[src/rtl/alu_pkg.sv]
// Shared types for the pipelined ALU: opcodes, stage-1 states, result flags.
// Latency: n/a (types and helpers only).
// Backpressure: n/a.
package alu_pkg;

   localparam int OP_W = 3;

   typedef enum logic [OP_W-1:0] {
      OP_ADD = 3'd0,
      OP_SUB = 3'd1,
      OP_AND = 3'd2,
      OP_OR  = 3'd3,
      OP_XOR = 3'd4,
      OP_SHL = 3'd5,
      OP_SHR = 3'd6,
      OP_MUL = 3'd7
   } op_e;

   typedef enum logic [1:0] {
      ST_EMPTY  = 2'd0,
      ST_LOADED = 2'd1,
      ST_MUL    = 2'd2
   } state_e;

   typedef struct packed {
      logic carry;
      logic zero;
      logic ovf;
   } flags_t;

   // MUL is the only opcode that parks stage 1 for several cycles.
   function automatic logic op_is_mul(op_e op);
      return (op == OP_MUL);
   endfunction

endpackage

[src/rtl/alu_pipe_if.sv]
// Operand/result handshake bundle between producer, ALU and consumer.
// Latency: n/a (wiring only).
// Backpressure: in_ready/out_ready valid-ready pairs.
interface alu_pipe_if #(
   parameter int WIDTH = 4
);
   import alu_pkg::*;

   logic             in_valid;
   logic             in_ready;
   logic [WIDTH-1:0] a;
   logic [WIDTH-1:0] b;
   op_e              op;
   logic             out_valid;
   logic             out_ready;
   logic [WIDTH-1:0] result;
   logic             carry;
   logic             zero;
   logic             ovf;

   // ALU side
   modport slave (
      input  in_valid, a, b, op, out_ready,
      output in_ready, out_valid, result, carry, zero, ovf
   );

   // Producer/consumer side
   modport master (
      output in_valid, a, b, op, out_ready,
      input  in_ready, out_valid, result, carry, zero, ovf
   );

endinterface

[src/rtl/alu_seq_mul.sv]
// Iterative unsigned shift-add multiplier, one partial product per cycle.
// Latency: start at edge N, product complete after edge N+WIDTH; o_done high in the last iteration cycle.
// Backpressure: none; caller must not restart while busy. Product holds until the next start.
module alu_seq_mul #(
   parameter int WIDTH = 4
) (
   input  logic               clk,
   input  logic               rst_n,
   input  logic               i_start,
   input  logic [WIDTH-1:0]   i_a,
   input  logic [WIDTH-1:0]   i_b,
   output logic               o_done,
   output logic [2*WIDTH-1:0] o_prod
);

   localparam int CW = $clog2(WIDTH);

   logic               r_busy;
   logic [CW-1:0]      r_cnt;
   logic [2*WIDTH-1:0] r_mcand;
   logic [2*WIDTH-1:0] r_acc;
   logic [WIDTH-1:0]   r_mplier;
   logic               w_last;

   assign w_last = (r_cnt == CW'(WIDTH - 1));

   // Load operands on start, then add one shifted multiplicand per cycle.
   always_ff @(posedge clk or negedge rst_n) begin
      if (!rst_n) begin
         r_busy   <= 1'b0;
         r_cnt    <= '0;
         r_mcand  <= '0;
         r_acc    <= '0;
         r_mplier <= '0;
      end else if (i_start) begin
         r_busy   <= 1'b1;
         r_cnt    <= '0;
         r_mcand  <= {{WIDTH{1'b0}}, i_a};
         r_acc    <= '0;
         r_mplier <= i_b;
      end else if (r_busy) begin
         r_acc    <= r_acc + (r_mplier[0] ? r_mcand : '0);
         r_mcand  <= r_mcand << 1;
         r_mplier <= r_mplier >> 1;
         r_cnt    <= r_cnt + 1'b1;
         if (w_last) begin
            r_busy <= 1'b0;
         end
      end
   end

   assign o_done = r_busy && w_last;
   assign o_prod = r_acc;

endmodule

[src/rtl/alu_pipe.sv]
// Two-stage handshaked ALU: stage 1 holds operands (or iterates a MUL), stage 2 holds result+flags.
// Latency: non-MUL result valid one edge after accept; MUL valid WIDTH+1 edges after accept.
// Backpressure: in_ready drops when stage 1 is busy with MUL, or LOADED behind a stalled stage 2.
module alu_pipe
   import alu_pkg::*;
#(
   parameter int WIDTH = 4   // power of two, >= 4
) (
   input logic       clk,
   input logic       rst_n,
   alu_pipe_if.slave bus
);

   localparam int SHW = $clog2(WIDTH);

   typedef struct packed {
      logic [WIDTH-1:0] res;
      flags_t           fl;
   } alu_res_t;

   // Single-cycle datapath: result plus carry/zero/ovf for every non-MUL opcode.
   function automatic alu_res_t alu_fn(op_e op, logic [WIDTH-1:0] a, logic [WIDTH-1:0] b);
      alu_res_t       r;
      logic [WIDTH:0] ext;
      logic [SHW-1:0] sh;
      r   = '0;
      ext = '0;
      sh  = b[SHW-1:0];
      case (op)
         OP_ADD: begin
            ext        = {1'b0, a} + {1'b0, b};
            r.res      = ext[WIDTH-1:0];
            r.fl.carry = ext[WIDTH];
            r.fl.ovf   = (a[WIDTH-1] == b[WIDTH-1]) && (r.res[WIDTH-1] != a[WIDTH-1]);
         end
         OP_SUB: begin
            // Top bit of the extended difference is the borrow (a < b unsigned).
            ext        = {1'b0, a} - {1'b0, b};
            r.res      = ext[WIDTH-1:0];
            r.fl.carry = ext[WIDTH];
            r.fl.ovf   = (a[WIDTH-1] != b[WIDTH-1]) && (r.res[WIDTH-1] != a[WIDTH-1]);
         end
         OP_AND: r.res = a & b;
         OP_OR:  r.res = a | b;
         OP_XOR: r.res = a ^ b;
         OP_SHL: begin
            // The guard bit above the MSB catches the last bit shifted out; stays 0 for sh=0.
            ext        = {1'b0, a} << sh;
            r.res      = ext[WIDTH-1:0];
            r.fl.carry = ext[WIDTH];
         end
         OP_SHR: begin
            // Guard bit below the LSB catches the last bit shifted out.
            ext        = {a, 1'b0} >> sh;
            r.res      = ext[WIDTH:1];
            r.fl.carry = ext[0];
         end
         default: r = '0;
      endcase
      r.fl.zero = (r.res == '0);
      return r;
   endfunction

   state_e             r_state;
   state_e             w_state_nxt;
   op_e                r_op;
   logic [WIDTH-1:0]   r_a;
   logic [WIDTH-1:0]   r_b;
   logic               r_out_valid;
   logic [WIDTH-1:0]   r_result;
   flags_t             r_flags;

   logic               w_in_ready;
   logic               w_accept;
   logic               w_s2_free;
   logic               w_s2_load;
   logic               w_mul_start;
   logic               w_mul_done;
   logic [2*WIDTH-1:0] w_prod;
   alu_res_t           w_s1_res;

   assign w_s2_free   = !r_out_valid || bus.out_ready;
   assign w_s2_load   = (r_state == ST_LOADED) && w_s2_free;
   assign w_in_ready  = (r_state == ST_EMPTY) || w_s2_load;
   assign w_accept    = bus.in_valid && w_in_ready;
   assign w_mul_start = w_accept && op_is_mul(bus.op);

   // Multiplier takes operands straight off the bus so iteration starts on the next edge.
   alu_seq_mul #(
      .WIDTH (WIDTH)
   ) u_mul (
      .clk     (clk),
      .rst_n   (rst_n),
      .i_start (w_mul_start),
      .i_a     (bus.a),
      .i_b     (bus.b),
      .o_done  (w_mul_done),
      .o_prod  (w_prod)
   );

   // Stage-1 result: finished product for MUL, otherwise the combinational ALU.
   always_comb begin
      w_s1_res = '0;
      if (op_is_mul(r_op)) begin
         w_s1_res.res      = w_prod[WIDTH-1:0];
         w_s1_res.fl.carry = |w_prod[2*WIDTH-1:WIDTH];
         w_s1_res.fl.zero  = (w_prod[WIDTH-1:0] == '0);
         w_s1_res.fl.ovf   = 1'b0;
      end else begin
         w_s1_res = alu_fn(r_op, r_a, r_b);
      end
   end

   // Stage-1 state register.
   always_ff @(posedge clk or negedge rst_n) begin
      if (!rst_n) begin
         r_state <= ST_EMPTY;
      end else begin
         r_state <= w_state_nxt;
      end
   end

   // Stage-1 next state: accept, iterate MUL, or hand off to stage 2.
   always_comb begin
      w_state_nxt = r_state;
      case (r_state)
         ST_EMPTY: begin
            if (w_accept) begin
               w_state_nxt = op_is_mul(bus.op) ? ST_MUL : ST_LOADED;
            end
         end
         ST_LOADED: begin
            if (w_s2_load) begin
               if (w_accept) begin
                  w_state_nxt = op_is_mul(bus.op) ? ST_MUL : ST_LOADED;
               end else begin
                  w_state_nxt = ST_EMPTY;
               end
            end
         end
         ST_MUL: begin
            if (w_mul_done) begin
               w_state_nxt = ST_LOADED;
            end
         end
         default: w_state_nxt = ST_EMPTY;
      endcase
   end

   // Operands and opcode are captured only on accept.
   always_ff @(posedge clk or negedge rst_n) begin
      if (!rst_n) begin
         r_op <= OP_ADD;
         r_a  <= '0;
         r_b  <= '0;
      end else if (w_accept) begin
         r_op <= bus.op;
         r_a  <= bus.a;
         r_b  <= bus.b;
      end
   end

   // Stage 2: load from stage 1 when free, otherwise drop valid after a transfer.
   always_ff @(posedge clk or negedge rst_n) begin
      if (!rst_n) begin
         r_out_valid <= 1'b0;
         r_result    <= '0;
         r_flags     <= '0;
      end else if (w_s2_load) begin
         r_out_valid <= 1'b1;
         r_result    <= w_s1_res.res;
         r_flags     <= w_s1_res.fl;
      end else if (r_out_valid && bus.out_ready) begin
         r_out_valid <= 1'b0;
      end
   end

   assign bus.in_ready  = w_in_ready;
   assign bus.out_valid = r_out_valid;
   assign bus.result    = r_result;
   assign bus.carry     = r_flags.carry;
   assign bus.zero      = r_flags.zero;
   assign bus.ovf       = r_flags.ovf;

endmodule

[src/flat_wrapper.sv]
// flat-port wrapper written by rule: the top's interface ports become plain ports
module alu_pipe_flat import alu_pkg::*;
#(
   parameter int WIDTH = 4                        
)
  (clk, rst_n, bus_in_valid, bus_a, bus_b, bus_op, bus_out_ready, bus_in_ready, bus_out_valid, bus_result, bus_carry, bus_zero, bus_ovf);
  alu_pipe_if #(.WIDTH(WIDTH)) bus_i ();
  input logic clk;
  input logic rst_n;
  input wire logic [$bits(bus_i.in_valid)-1:0] bus_in_valid;
  input wire logic [$bits(bus_i.a)-1:0] bus_a;
  input wire logic [$bits(bus_i.b)-1:0] bus_b;
  input wire logic [$bits(bus_i.op)-1:0] bus_op;
  input wire logic [$bits(bus_i.out_ready)-1:0] bus_out_ready;
  output wire logic [$bits(bus_i.in_ready)-1:0] bus_in_ready;
  output wire logic [$bits(bus_i.out_valid)-1:0] bus_out_valid;
  output wire logic [$bits(bus_i.result)-1:0] bus_result;
  output wire logic [$bits(bus_i.carry)-1:0] bus_carry;
  output wire logic [$bits(bus_i.zero)-1:0] bus_zero;
  output wire logic [$bits(bus_i.ovf)-1:0] bus_ovf;
  assign bus_i.in_valid = bus_in_valid;
  assign bus_i.a = bus_a;
  assign bus_i.b = bus_b;
  assign bus_i.op = bus_op;
  assign bus_i.out_ready = bus_out_ready;
  assign bus_in_ready = bus_i.in_ready;
  assign bus_out_valid = bus_i.out_valid;
  assign bus_result = bus_i.result;
  assign bus_carry = bus_i.carry;
  assign bus_zero = bus_i.zero;
  assign bus_ovf = bus_i.ovf;
  alu_pipe #(.WIDTH(WIDTH)) u_core (.clk(clk), .rst_n(rst_n), .bus(bus_i));
endmodule
[config.mk]
export PLATFORM = sky130hd
export DESIGN_NAME = alu_pipe_flat
export DESIGN_NICKNAME = d
export VERILOG_FILES = /design/src/rtl/alu_pkg.sv /design/src/rtl/alu_pipe_if.sv /design/src/rtl/alu_seq_mul.sv /design/src/rtl/alu_pipe.sv /design/src/flat_wrapper.sv
export SDC_FILE = /design/constraint.sdc
export NUM_CORES = 1
export LEC_CHECK = 0
export CAP_MARGIN = 20
export CORE_MARGIN = 2
export CORE_UTILIZATION = 55
export CTS_CLUSTER_SIZE = 8
export DETAILED_ROUTE_END_ITERATION = 10
export PLACE_DENSITY = 0.76
export SLEW_MARGIN = 25
export SYNTH_ARGS = -nofsm -noshare
export SYNTH_HDL_FRONTEND = slang
export SYNTH_SLANG_ARGS = --single-unit
[constraint.sdc]
create_clock -name clk -period 4.3 [get_ports clk]
set_input_delay 0.43 -clock clk [delete_from_list [all_inputs] [get_ports clk]]
set_output_delay 0.43 -clock clk [all_outputs]
set_load 0.03 [all_outputs]
# After elaboration in Yosys (flattened, before gate mapping)
# Index checks and enable logic that the tools add are counted.
# classes
n_addsub	4
eq_ne	18
shifts	2
mux	25
n_bitwise	3
reduce_logical	18
# ops
op	n
2-to-1 mux 8 bit	5
one-hot mux 4 bit (7 select lines)	1
== test 3 bit (second input constant)	5
2-to-1 mux 2 bit	7
2-to-1 mux 4 bit	3
adder 8 bit	1
logical NOT 4 bit	2
logical AND 1 bit	7
2-to-1 mux 7 bit	1
== test 3 x 2 -> 1 bit (second input constant)	2
one-hot mux 2 bit (3 select lines)	1
adder 4 x 4 -> 5 bit	1
2-to-1 mux 1 bit	5
<< shifter 4 x 2 -> 5 bit	1
>> shifter 5 x 2 -> 5 bit	1
subtractor 4 x 4 -> 5 bit	1
AND 4 bit	1
== test 2 bit (second input constant)	2
inequality test 2 x 1 -> 1 bit (second input constant)	2
bitwise OR 4 bit	1
one-hot mux 1 bit (4 select lines)	1
nonzero test 2 bit	2
OR reduction 4 bit	1
XOR 4 bit	1
other kinds (12)	15
# totals
reg_bits	44
inputBits	15
output_inout_bits	9
elab_cells	84

# Depth between registers and ports, before layout
# logic_depth
ltp_word	8
ltp_mapped	10
mapped_depth_nobuf	10

# Cells and area by module
# From an unflattened synthesis, not the netlist that was laid out.
# unflattened
cells_unflattened	320
area_unflattened_um2	3047.9
# by_module_without_submodules
mod	n_inst	cells_each	area_each_um2	seq_area_each_um2
alu_pipe	1	190	1720.4	525.5
alu_seq_mul	1	130	1327.5	575.6

# Worst setup path before layout
# OpenSTA, ideal clock, no wires.
# synth_timing
kind	register to register
startpoint	register u_core.r_b[1]
endpoint	register u_core.r_result[2] (netlist: u_core.bus.result[2])
setup_ps	138
arrival_time_ps	2039
required_ps	4162
setup_slack_ps	2123
stages_incl_launch_ff	10
path_buffers	1
synth_period_minus_slack_ps	2177
cell_sequence	dfrtp_1 -> buf_2 -> inv_1 -> fa_1 -> and2b_1 -> nor3_1 -> a21oi_1 -> o22ai_1 -> a221oi_1 -> a31oi_1
# synth_via
elab_chain_len	4
word_cells_on_any_way	7
classes_between	add/sub: 2; shift: 2; mux: 3
# synth_lines
item	line_no	source
start: declaration	alu_pipe.sv:68	logic [WIDTH-1:0] r_b;
start signal: assignment	alu_pipe.sv:159	r_b <= bus.b;
subtractor 4 x 4 -> 5 bit, or another cell as far along	alu_pipe.sv:38	ext = {1'b0, a} - {1'b0, b};
one-hot mux 4 bit (7 select lines) *	alu_pipe.sv:29	case (op)
2-to-1 mux 4 bit *	alu_pipe.sv:104	if (op_is_mul(r_op)) begin
2-to-1 mux 7 bit *	alu_pipe.sv:104	
end signal: assignment	alu_pipe.sv:171	r_result <= w_s1_res.res;
end: declaration	alu_pipe.sv:70	logic [WIDTH-1:0] r_result;
# Every way passes the cells marked *; elsewhere a longest branch is shown, timed or not. The select of a mux whose other input is x is not followed.
# A chain may end at the register's enable or synchronous reset.

# Worst setup path in the final report
# layout_timing
startpoint	register u_core.r_b[0]
endpoint	register u_core.r_result[2] (netlist: u_core.bus.result[2])
# Same word-level chain as after synthesis.

==> run_results.csv <==
group,metric,value,unit
final_layout,fillers,441,
floorplanning,die_height,78.12,µm
yosys,ys.warnings.count,0,
yosys,synth_cells,322,
timing,setup_viol,0,
clocking,clockBufferDepth,2,
floorplanning,row_count,26,
timing,slew_viol_final,0,
final_layout,antennaDiodeCount,0,
pwr,power_leakage,1.528,nW
clocking,cts_hold_buf,0,
pwr,ir_drop,302.8,µV
critical_path,regToRegEndpoint,"u_core.bus.result[2]",
timing,finClkSkew,0.01145,ns
routing,drt-total-wl,6346,µm
global_routing,grt_pass1_wl,11030,µm
clocking,cts_sinks,44,
clocking,htreeDepth,2,
routing,top_layer_used,"met4",
critical_path,rrSetupSlack,1.61,ns
yosys,syn_area_per_cell,9.384,µm²
yosys,yosysUniqueCellTypes,56,
timing,tightest_slew,0.7331,ns
critical_path,reg2reg_from,"u_core.r_b[0]",
routing,dr_wl_met3,297,µm
clocking,cts_tree,"done",
global_routing,grtUsageTotal,22.71,%
floorplanning,core_area,0.005205,mm²
flow_run,drv_cap,0,
routing,routed_via_density,5.811,
final_layout,drive_above_1_share,10.06,%
final_layout,final_cell_mix,"dfrtp_1, nand2_1, nor2_1",
final_layout,layout_commonest_cell,"dfrtp_1",
critical_path,worst_setup_path_end_kind,"flop",
timing,tns,0,ns
routing,avgRoutedWirePerCell,15.55,µm
critical_path,worst-path-max-fanout,15,
floorplanning,ioPinCount,24,
floorplanning,fp.dieArea,0.006103,mm²
critical_path,cp.arrival,2.86,ns
outcome,outcome,"finished, final reports clean",
yosys,ys_seq_elements,44,
routing,wl_met1,2995,µm
final_layout,syn_to_final_growth,11.01,%
routing,dr_total_vias,2371,
timing,rsz0062_at_grt,"no",
global_routing,overflow,0,
yosys,async_reset_ff_share,100.0,%
routing,drc,0,
timing,fmax,0.3717,GHz
placed_design,dpl.hpwl,4770,µm
routing,drt_iter0_markers,188,
clocking,path_clk_slew,0.09,ns
floorplanning,initial_core_util,58.05,%
global_routing,antenna_found_initial,0,
global_routing,first_global_vias,2249,
critical_path,reg2reg_depth,9,
placed_design,port_buffers,23,
yosys,ys_seq_area_share,36.44,%
pwr,power,1.980,mW
global_routing,grt_max_degree,45,
clocking,cts_made_buffers,5,
final_layout,nNetsFinal,376,
routing,dr_wl_met2,2958,µm
critical_path,critPathLaunchType,"flop",
yosys,synthFlopType,"dfrtp_1",
timing,slew_headroom,50.95,%
timing,post-route-period-util,62.57,%
clocking,postCtsSetupBuffers,0,
yosys,yosys.area.top_type,"dfrtp_1",
clocking,clk_latency,0.30,ns
clocking,ctsResizeCount,0,
yosys,synthDominantCellAreaShare,36.44,%
yosys,syn-num-nets,361,
yosys,synth_area,0.003022,mm²
hold_path,hold_path_class,"in2async",
yosys,synth_area_leaders,"dfrtp_1, ha_1, mux2i_1",
placed_design,gp_congestion,0.9276,
routing,first_pass_iters,4,
yosys,synth_edf_count,0,
clocking,root_buffer,"clkbuf_8",
routing,antenna_left,0,
timing,min_period,2.690,ns
timing,hold_viol,0,
pwr,p_per_area,590.1,mW/mm²
critical_path,crit_required,4.47,ns
floorplanning,die_w,78.12,µm
critical_path,criticalPathCategory,"reg2reg",
-- cells in the mapped netlist (5+ instances only) --
cell and count:
buf_2 8, ha_1 21, inv_1 18, nor2_1 25, nand2b_1 8, o21ai_0 21
mux2_2 11, and2_1 6, nand2_1 36, dfrtp_1 44, xnor2_1 5, a31oi_1 6
a21oi_1 14, mux2i_1 16
-- cells by family after synthesis --
logic type	synth area share [%]
mux	10.14
flops	36.44
buf+inv	6.418
compound gates	17.68
simple gates	16.03
xor+xnor	2.609
fa+ha+maj	10.68
-- final cells by class --
| cell class | instances | area (µm²) | area share [%] |
|---|---|---|---|
| clock inverter | 2 | 38.79 | 1.156 |
| timing repair buffer | 25 | 242.7 | 7.236 |
| inverter | 20 | 75.07 | 2.238 |
| multi-input combinational | 241 | 1727 | 51.47 |
| tap | 70 | 87.58 | 2.611 |
| clock buffer | 6 | 82.58 | 2.462 |
| sequential | 44 | 1101 | 32.82 |
-- per-layer routing --
layer  vias up  global-route usage [%]
li1       1158                       -
met1      1139                   31.96
met2        63                   35.52
met3        11                   4.483
met4         0                   7.193
met5         -                       0
-- critical path, stage by stage (launching register included) --
cell and delay [ns]:
dfrtp_1 0.66, ha_1 0.32, inv_1 0.10, fa_1 0.40
and2b_1 0.22, nor3_1 0.05, a21oi_1 0.13, o22ai_1 0.10
a221oi_1 0.44, a31oi_1 0.14
-- metrics by stage --
step / hold slack, ns / utilization [%] / std cells / instance area, µm² / setup slack, ns
floorplan: 0.1344 / - / 322 / 3022 / 2.123
global placement: 0.4598 / 62.07 / 400 / 3231 / 1.590
detailed placement: 0.4689 / 62.07 / 400 / 3231 / 1.489
CTS: 0.3169 / 64.40 / 408 / 3352 / 1.634
global route: 0.1468 / 64.45 / 408 / 3354 / 1.373
finish: 0.1022 / 64.45 / 408 / 3354 / 1.610
-- power by group --
group,switching [mW],total [mW],internal [mW]
sequential,0.162,0.716,0.554
clock,0.149,0.339,0.190
combinational,0.504,0.925,0.420
total,0.816,1.98,1.16
-- sequential cells by signal, indices dropped and copies added (netlist names) --
| signal | count |
|---|---|
| u_core.u_mul.r_busy | 1 |
| u_core.bus.ovf | 1 |
| u_core.bus.out_valid | 1 |
| u_core.u_mul.r_cnt | 2 |
| u_core.u_mul.r_mcand | 8 |
| u_core.bus.result | 4 |
| u_core.bus.carry | 1 |
| u_core.r_op | 3 |
| u_core.u_mul.r_mplier | 4 |
| u_core.r_a | 4 |
| u_core.r_state | 2 |
| u_core.u_mul.o_prod | 8 |
| u_core.r_b | 4 |
| u_core.bus.zero | 1 |
-- how the worst max path moves through the flow --
stage                       start                  endpoint  slack (ns)  cells after the start
detailed placement  bus_out_ready  u_core.u_mul.r_mplier[3]        1.49                      7
floorplan           u_core.r_b[1]      u_core.bus.result[2]        2.12                      9
global route        u_core.r_b[0]      u_core.bus.result[2]        1.37                      9
global placement    bus_out_ready   u_core.u_mul.r_mcand[0]        1.59                      7
finish              u_core.r_b[0]      u_core.bus.result[2]        1.61                      9
CTS                 u_core.r_b[0]      u_core.bus.result[2]        1.63                      9
No activity file was read; power rests on OpenSTA's default activity.
